`src/rtl/fpu_pkg.sv`:
```
// Shared FPU types: result payload, exception flag layout and width constants.
package fpu_pkg;

  localparam int unsigned FPU_EXP_W  = 8;
  localparam int unsigned FPU_MAN_W  = 24;
  localparam int unsigned FPU_DATA_W = FPU_EXP_W + FPU_MAN_W;
  localparam int unsigned FPU_TAG_W  = 4;
  localparam int unsigned FPU_FLAG_W = 5;

  // Bit positions of each exception flag inside the packed 5-bit vector.
  localparam int unsigned FLAG_NV = 4;
  localparam int unsigned FLAG_DZ = 3;
  localparam int unsigned FLAG_OF = 2;
  localparam int unsigned FLAG_UF = 1;
  localparam int unsigned FLAG_NX = 0;

  typedef struct packed {
    logic nv;
    logic dz;
    logic of;
    logic uf;
    logic nx;
  } fpu_flags_t;

  typedef struct packed {
    logic [FPU_DATA_W-1:0] data;
    fpu_flags_t            flags;
    logic [FPU_TAG_W-1:0]  tag;
  } fpu_result_t;

endpackage

```
`src/rtl/fpu_result_queue.sv`:
```
// Write-back FIFO between the FPU controller and the CPU. Captures each result on
// reg_we, presents it with valid/ready, and signals free space back via cpu_ready.
// Width parameters are expected to match the fpu_pkg constants used by the payload.
module fpu_result_queue
  import fpu_pkg::*;
#(
  parameter int unsigned EXP_WIDTH = FPU_EXP_W,
  parameter int unsigned MAN_WIDTH = FPU_MAN_W,
  parameter int unsigned TAG_WIDTH = FPU_TAG_W,
  parameter int unsigned DEPTH     = 4
) (
  input  logic                           clk,
  input  logic                           rst,
  input  logic                           reg_we,
  input  logic [EXP_WIDTH+MAN_WIDTH-1:0] res_data_i,
  input  logic [FPU_FLAG_W-1:0]          res_flags_i,
  input  logic [TAG_WIDTH-1:0]           tag_i,
  input  logic                           flush,
  output logic                           cpu_ready,
  output logic                           out_valid,
  input  logic                           out_ready,
  output logic [EXP_WIDTH+MAN_WIDTH-1:0] out_data,
  output logic [FPU_FLAG_W-1:0]          out_flags,
  output logic [TAG_WIDTH-1:0]           out_tag,
  output logic [$clog2(DEPTH):0]         level,
  output logic                           ovf_err
);

  localparam int unsigned DATA_W = EXP_WIDTH + MAN_WIDTH;
  localparam int unsigned PTR_W  = $clog2(DEPTH);
  localparam int unsigned CNT_W  = PTR_W + 1;

  logic [PTR_W-1:0] r_wr_ptr;
  logic [PTR_W-1:0] r_rd_ptr;
  logic [CNT_W-1:0] r_count;
  logic             r_ovf;

  fpu_result_t      r_mem [DEPTH];

  logic             w_full;
  logic             w_nonempty;
  logic             w_push;
  logic             w_pop;
  logic             w_accept;
  logic             w_drop;
  fpu_result_t      w_entry;
  fpu_result_t      w_head;

  // Handshake qualification: flush overrides both push and pop.
  always_comb begin
    w_full     = (r_count == CNT_W'(DEPTH));
    w_nonempty = (r_count != '0);
    w_push     = reg_we & ~flush;
    w_pop      = w_nonempty & out_ready & ~flush;
    // A full queue still accepts a push when the head leaves in the same cycle.
    w_accept   = w_push & (~w_full | w_pop);
    w_drop     = w_push & w_full & ~w_pop;
  end

  // Pack the incoming result into the shared payload type.
  always_comb begin
    w_entry       = '0;
    w_entry.data  = FPU_DATA_W'(res_data_i);
    w_entry.flags = fpu_flags_t'(res_flags_i);
    w_entry.tag   = FPU_TAG_W'(tag_i);
  end

  // Pointer and occupancy bookkeeping; pointers wrap naturally at DEPTH (power of two).
  always_ff @(posedge clk) begin
    if (rst || flush) begin
      r_wr_ptr <= '0;
      r_rd_ptr <= '0;
      r_count  <= '0;
    end else begin
      if (w_accept) begin
        r_wr_ptr <= r_wr_ptr + PTR_W'(1);
      end
      if (w_pop) begin
        r_rd_ptr <= r_rd_ptr + PTR_W'(1);
      end
      if (w_accept && !w_pop) begin
        r_count <= r_count + CNT_W'(1);
      end else if (!w_accept && w_pop) begin
        r_count <= r_count - CNT_W'(1);
      end
    end
  end

  // Sticky overflow: set when a push is dropped, cleared only by reset.
  always_ff @(posedge clk) begin
    if (rst) begin
      r_ovf <= 1'b0;
    end else if (w_drop) begin
      r_ovf <= 1'b1;
    end
  end

  // Payload storage, intentionally not reset; occupancy alone defines validity.
  always_ff @(posedge clk) begin
    if (w_accept) begin
      r_mem[r_wr_ptr] <= w_entry;
    end
  end

  // Output view derived only from registered state.
  always_comb begin
    w_head    = r_mem[r_rd_ptr];
    cpu_ready = ~w_full;
    out_valid = w_nonempty;
    out_data  = DATA_W'(w_head.data);
    out_flags = FPU_FLAG_W'(w_head.flags);
    out_tag   = TAG_WIDTH'(w_head.tag);
    level     = r_count;
    ovf_err   = r_ovf;
  end

endmodule

```
`config.mk`:
```
export PLATFORM = sky130hd
export DESIGN_NAME = fpu_result_queue
export DESIGN_NICKNAME = d
export VERILOG_FILES = /design/src/rtl/fpu_pkg.sv /design/src/rtl/fpu_result_queue.sv
export SDC_FILE = /design/constraint.sdc
export NUM_CORES = 1
export LEC_CHECK = 0
export CAP_MARGIN = 0
export CORE_ASPECT_RATIO = 0.75
export CORE_MARGIN = 5
export CORE_UTILIZATION = 45
export CTS_BUF_LIST = sky130_fd_sc_hd__clkbuf_4 sky130_fd_sc_hd__clkbuf_8
export DETAILED_ROUTE_END_ITERATION = 8
export PLACE_DENSITY = 0.68
export RECOVER_POWER = 100
export SLEW_MARGIN = 25
export SYNTH_ARGS = -nofsm -noshare
export SYNTH_HDL_FRONTEND = slang
export SYNTH_SLANG_ARGS = --single-unit
```
`constraint.sdc`:
```
create_clock -name clk -period 2.9 [get_ports clk]
set_clock_uncertainty 0.05 [all_clocks]
set_input_delay 0.58 -clock clk [delete_from_list [all_inputs] [get_ports clk]]
set_output_delay 0.58 -clock clk [all_outputs]
set_load 0.05 [all_outputs]
```
==> results of run 1 <==
[kinds of logic after synthesis]
| logic type | Yosys count | synth area share, % |
|---|---|---|
| buffers and inverters | 13 | 1.41 |
| muxes | 46 | 15.0 |
| AOI/OAI and AO/OA | 5 | 0.463 |
| adders and majority gates | 6 | 1.27 |
| and+or+nand+nor | 26 | 2.55 |
| DFF | 174 | 79.0 |
| xor gates and xnor gates | 2 | 0.270 |
[per-stage QoR]
stage | power [uW] | hold slack, ns | utilization [%] | cells | cell area, um2
detailed placement | 3240 | 0.416 | 53.5 | 565 | 7650
finish | 4620 | 0.426 | 54.9 | 596 | 7850
CTS | 4710 | 0.441 | 55.9 | 596 | 8000
global route | 4790 | 0.482 | 54.9 | 596 | 7850
floorplan | 3060 | 0.400 | - | 272 | 6480
global placement | 3230 | 0.416 | 53.5 | 565 | 7650
[cell type report]
| type | count | area share, % |
|---|---|---|
| inverters | 3 | 0.143 |
| well taps | 200 | 3.19 |
| flip-flops and latches | 174 | 65.3 |
| clock buffers | 18 | 3.08 |
| clock inverters | 13 | 1.37 |
| repair buffers | 103 | 10.8 |
| multi-input cells | 85 | 16.1 |
[how the worst max path moves through the flow]
stage	start	endpoint	slack, ns	depth (start not counted)
global placement	out_ready	level[2]$_SDFFE_PP0P_	0.20	9
global route	flip-flop	out_flags[1]	0.07	3
floorplan	level[1]$_SDFFE_PP0P_	level[2]$_SDFFE_PP0P_	0.38	8
detailed placement	flush	level[2]$_SDFFE_PP0P_	0.13	9
finish	flush	r_mem[2][18]$_DFFE_PP_	0.19	5
CTS	flip-flop	out_flags[1]	0.17	3
[critical path: stages]
cell and delay, ns:
dlygate4sd3_1 0.57, clkbuf_1 0.19, nor2b_1 0.36, and3_1 0.59, clkbuf_2 0.46
[registers in the layout, indices dropped and copies added, names as in the netlist, named ones only]
register / cells
r_mem: 164
level: 3
r_rd_ptr: 2
r_wr_ptr: 2
ovf_err: 1
[synth_stat cells (all sizes together), types with 2 or more instances]
master	count	area, um2
edfxtp	164	4920
mux4	41	923
buf	10	80.1
dfxtp	10	200
ha	5	62.6
mux2i	5	50.1
nand2	5	18.8
and3	4	25.0
nor2	4	15.0
or3	4	30.0
inv	3	11.3
a21boi	2	15.0
nor3	2	10.0
o21ai	2	10.0
xor2	2	17.5
[metal layers]
metal | vias up | share of wire (%) | GRT usage (%)
met4 | 0 | 1.0 | 4.98
li1 | 1368 | - | -
met2 | 89 | 47 | 22.1
met3 | 11 | 6.1 | 4.09
met1 | 1561 | 46 | 19.8
met5 | - | 0 | 0
[power groups by stage]
stage	clock (uW)	combinational (uW)	sequential (uW)
after floorplan	0	203	2860
after global placement	0	377	2850
after detailed placement	0	383	2850
after CTS	1530	384	2800
after global routing	1620	365	2800
final	1480	346	2800
==> flow_summary_export.csv, run 1 <==
group,metric,value,unit
yosys,ys_ff_latch,174,
placed_design,hpwl,7.46,mm
yosys,synth_area_per_cell,23.8,um2
timing,finalHoldViolCount,0,
run_status,run_status,"finished, final reports clean",
clock_tree,cts_buffers,17,
route,vias,3029,
power_and_ir_drop,swShare,23.9,%
power_and_ir_drop,p_switching,1100,uW
worst_hold_path,hold_end,"ovf_err$_SDFFE_PP0P_",
cells_and_area,layout_commonest_cell,"edfxtp_1",
cells_and_area,seq_area,5130,um2
placed_design,gp_congestion,0.811,
floorplan,fp.dieH,114,um
yosys,synth_cells,272,
clock_tree,clkLatencyLatePin,0.43,ns
clock_tree,cts_max_level,4,
placed_design,dp_slack,0.130,ns
power_and_ir_drop,power.internal,3520,uW
critical_path,cp.required,2.94,ns
timing,timing.fmax,369,MHz
floorplan,dieArea,16900,um2
route,antenna_left,0,
floorplan,row_count,38,
timing,setup_viol,0,
power_and_ir_drop,p_leak,0.00257,uW
floorplan,core-area,14300,um2
timing,rsz0062_at_grt,"no",
power_and_ir_drop,pwr-share-seq,60.5,%
critical_path,rr_startpoint,"level[1]$_SDFFE_PP0P_",
cells_and_area,most-common-layout-cells,"164 x edfxtp_1, 49 x dlygate4sd3_1, 41 x mux4_2",
critical_path,r2r_slack,0.61,ns
job,drv_cap,0,
route,drc,0,
placed_design,io_buffer_count,92,
timing,tightest_slew,0.661,ns
cells_and_area,diodes,0,
power_and_ir_drop,power_density,589,nW/um2
yosys,syn-cell-area,6480,um2
critical_path,start_kind,"input port",
timing,slew_headroom,56.0,%
yosys,yosysWarnings,0,
clock_tree,cts_tree,"built",
global_routing,grt.total_usage,14.3,%
worst_hold_path,hold_class,"reg -> reg",
route,route.detailed.wl_per_inst,19.5,um
yosys,synth-async-reset-ratio,0,%
global_routing,grt_pass1_wl,17.8,mm
critical_path,crit_arrival,2.75,ns
clock_tree,cts_buffer_depth,2,
global_routing,grt_max_degree,42,
cells_and_area,area_growth,21.1,%
global_routing,grt.overflow.total,0,
yosys,synth_edf_count,164,
critical_path,worstPathMaxFanout,13,
route,viasPerCell,5.08,
power_and_ir_drop,vdd_drop_max,0.000287,V
clock_tree,clk_pin_slew,0.09,ns
timing,drv_slew,0,
yosys,ys.flop_type,"edfxtp_1",
timing,layout_setup_ws,0.189,ns
yosys,synth_fp_nets,324,
yosys,yosysSeqAreaShare,79.0,%
power_and_ir_drop,combPwrFrac,7.5,%
critical_path,critPathKind,"in -> reg",
route,drt_iter0_markers,170,
power_and_ir_drop,pwr-share-clk,32.0,%
route,drtPass1Iterations,4,
timing,tns,0,ns
clock_tree,ctsHoldBuffers,0,
route,wirelength,11.6,mm
timing,post-route-min-period,2.71,ns
critical_path,reg2reg_to,"level[2]$_SDFFE_PP0P_",
cells_and_area,nNetsFinal,436,
floorplan,ios,93,
clock_tree,clock_sinks,174,
critical_path,reg2reg_depth,8,
cells_and_area,fillCellCount,1100,
timing,finalCritPeriodShare,93.5,%
cells_and_area,multiInputGateArea,1260,um2
cells_and_area,drive_gt1_share,32.1,%
clock_tree,root_buffer,"clkbuf_8",
global_routing,grt_antenna_before_repair,0,
clock_tree,cts_resized,0,
worst_hold_path,hp-start,"ovf_err$_SDFFE_PP0P_",
floorplan,fp.dieW,149,um
floorplan,start_util,45.3,%
worst_hold_path,hold_depth,2,
global_routing,grt_pass1_vias,3197,
yosys,synth_cell_types,28,
critical_path,crit_path_end_kind,"flip-flop",
clock_tree,post_cts_buffers,0,
Power figures use the tool's default switching activity.
==> run 2, diff against run 1 <==
MAX_ROUTING_LAYER = met4   (was unset)
==> run 2 against run 1 <==
  * Register-to-register slack barely moved
  * Highest routed layer unchanged
  * First-iteration DRC count fell by 8.8%
  * Sequential share of layout area unchanged
  * Sequential power about the same
  * Non-clock buffer count unchanged
  * Global-route usage is 0.43 points higher
  * Largest cell class unchanged
==> flow_summary_export.csv, run 2 (synthesized netlist as in run 1, its figures left out) <==
group,metric,value,unit
route,drc,0,
route,viasPerCell,5.08,
power_and_ir_drop,power_density,589,nW/um2
floorplan,ios,93,
global_routing,grt.total_usage,14.8,%
placed_design,gp_congestion,0.823,
floorplan,row_count,38,
clock_tree,clk_pin_slew,0.09,ns
cells_and_area,nNetsFinal,436,
route,antenna_left,0,
timing,tightest_slew,0.659,ns
floorplan,core-area,14300,um2
placed_design,dp_slack,0.130,ns
floorplan,fp.dieW,149,um
cells_and_area,regMostFlops,"r_mem",
critical_path,worstPathMaxFanout,11,
clock_tree,cts_max_level,4,
critical_path,cp_common_cell,"clkbuf_4",
floorplan,start_util,45.3,%
route,drtPass1Iterations,6,
critical_path,start_kind,"flip-flop",
critical_path,critPathBufInv,2,
route,wirelength,11.5,mm
critical_path,cp.required,2.27,ns
clock_tree,post_cts_buffers,0,
clock_tree,cts_buffers,17,
route,vias,3027,
global_routing,grt_pass1_wl,17.8,mm
timing,setup_viol,0,
timing,rsz0062_at_grt,"no",
placed_design,io_buffer_count,92,
timing,timing.fmax,371,MHz
timing,drv_slew,0,
global_routing,grt_antenna_before_repair,0,
timing,finalCritPeriodShare,92.9,%
timing,finalHoldViolCount,0,
route,drt_iter0_markers,155,
floorplan,fp.dieH,114,um
clock_tree,root_buffer,"clkbuf_8",
worst_hold_path,hold_class,"reg -> reg",
placed_design,hpwl,7.46,mm
floorplan,dieArea,16900,um2
cells_and_area,layout_commonest_cell,"edfxtp_1",
clock_tree,cts_tree,"built",
placed_design,dpl-instance-area,7650,um2
cells_and_area,area_growth,21.1,%
critical_path,cp_slowest_cell,"mux4_2",
critical_path,crit_arrival,2.06,ns
clock_tree,cts_buffer_depth,2,
global_routing,grt_max_degree,42,
critical_path,max_stage_delay,0.57,ns
cells_and_area,final_cell_area,7850,um2
clock_tree,clock_sinks,174,
clock_tree,ctsHoldBuffers,0,
route,route.detailed.wl_per_inst,19.4,um
critical_path,crit_path_end_kind,"primary output",
cells_and_area,largest_reg_flops,164,
global_routing,grt_pass1_vias,3207,
global_routing,grt.overflow.total,0,
run_status,run_status,"finished, final reports clean",
timing,layout_setup_ws,0.207,ns
cells_and_area,most-common-layout-cells,"164 x edfxtp_1, 49 x dlygate4sd3_1, 41 x mux4_2",
critical_path,critPathKind,"reg -> out",
critical_path,path_delay_family,"buffers and inverters",
timing,holdWs,0.428,ns
timing,post-route-min-period,2.69,ns
cells_and_area,drive_gt1_share,32.1,%
cells_and_area,diodes,0,
timing,tns,0,ns
critical_path,cp_cell_sequence,"clkbuf_4 -> mux4_2 -> clkbuf_4",
timing,slew_headroom,56.0,%
clock_tree,cts_resized,0,
power_and_ir_drop,p_leak,0.00257,uW
job,drv_cap,0,
power_and_ir_drop,vdd_drop_max,0.000290,V
clock_tree,clkLatencyLatePin,0.44,ns
run 2: cell counts in the layout (fill, tap and decap cells not counted):
No cell type changed its count.
run 2: per-stage QoR:
step                utilization [%]  total power (uW)  instances
CTS                            55.9              4710        596
detailed placement             53.5              3240        565
global placement               53.5              3230        565
finish                         54.9              4630        596
global route                   54.9              4790        596
floorplan                         -              3060        272
run 2: layout make-up:
| type | count | area [um2] |
|---|---|---|
| fillers | 1100 | 6460 |
| flip-flops and latches | 174 | 5130 |
| multi-input cells | 85 | 1260 |
| repair buffers | 103 | 848 |
| well taps | 200 | 250 |
| clock buffers | 18 | 241 |
| clock inverters | 13 | 108 |
| inverters | 3 | 11.3 |
run 2: worst paths after layout:
| kind | from | endpoint | slack, ns | cells past startpoint |
|---|---|---|---|---|
| setup reg to reg | level[1]$_SDFFE_PP0P_ | level[2]$_SDFFE_PP0P_ | 0.61 | 8 |
| hold reg to reg | ovf_err$_SDFFE_PP0P_ | ovf_err$_SDFFE_PP0P_ | 0.43 | 2 |
| hold / removal | ovf_err$_SDFFE_PP0P_ | ovf_err$_SDFFE_PP0P_ | 0.43 | 2 |
| setup / recovery | flip-flop | out_flags[2] | 0.21 | 3 |
run 2: routing by layer:
metal  wire length [um]  vias up  track usage [%]
met3                606       10             3.85
li1                   -     1369                -
met4                103        0             4.98
met5                  0        -                -
met2               5470       81             22.2
met1               5360     1567             19.9
run 2: worst reg2reg max path, cell delays in order (launching register included):
cell and delay [ns]:
dfxtp_1 0.39, or3_4 0.41, nand3b_2 0.14, ha_1 0.20
inv_1 0.06, fa_1 0.37, xor2_1 0.16, or3_1 0.30
a21boi_0 0.15
run 2: power breakdown:
part | switching [uW] | leakage (uW) | internal (uW) | total (uW)
logic | 223 | 0.000827 | 123 | 346
registers | 13.5 | 0.00157 | 2780 | 2800
clock network | 869 | 0.000169 | 615 | 1480
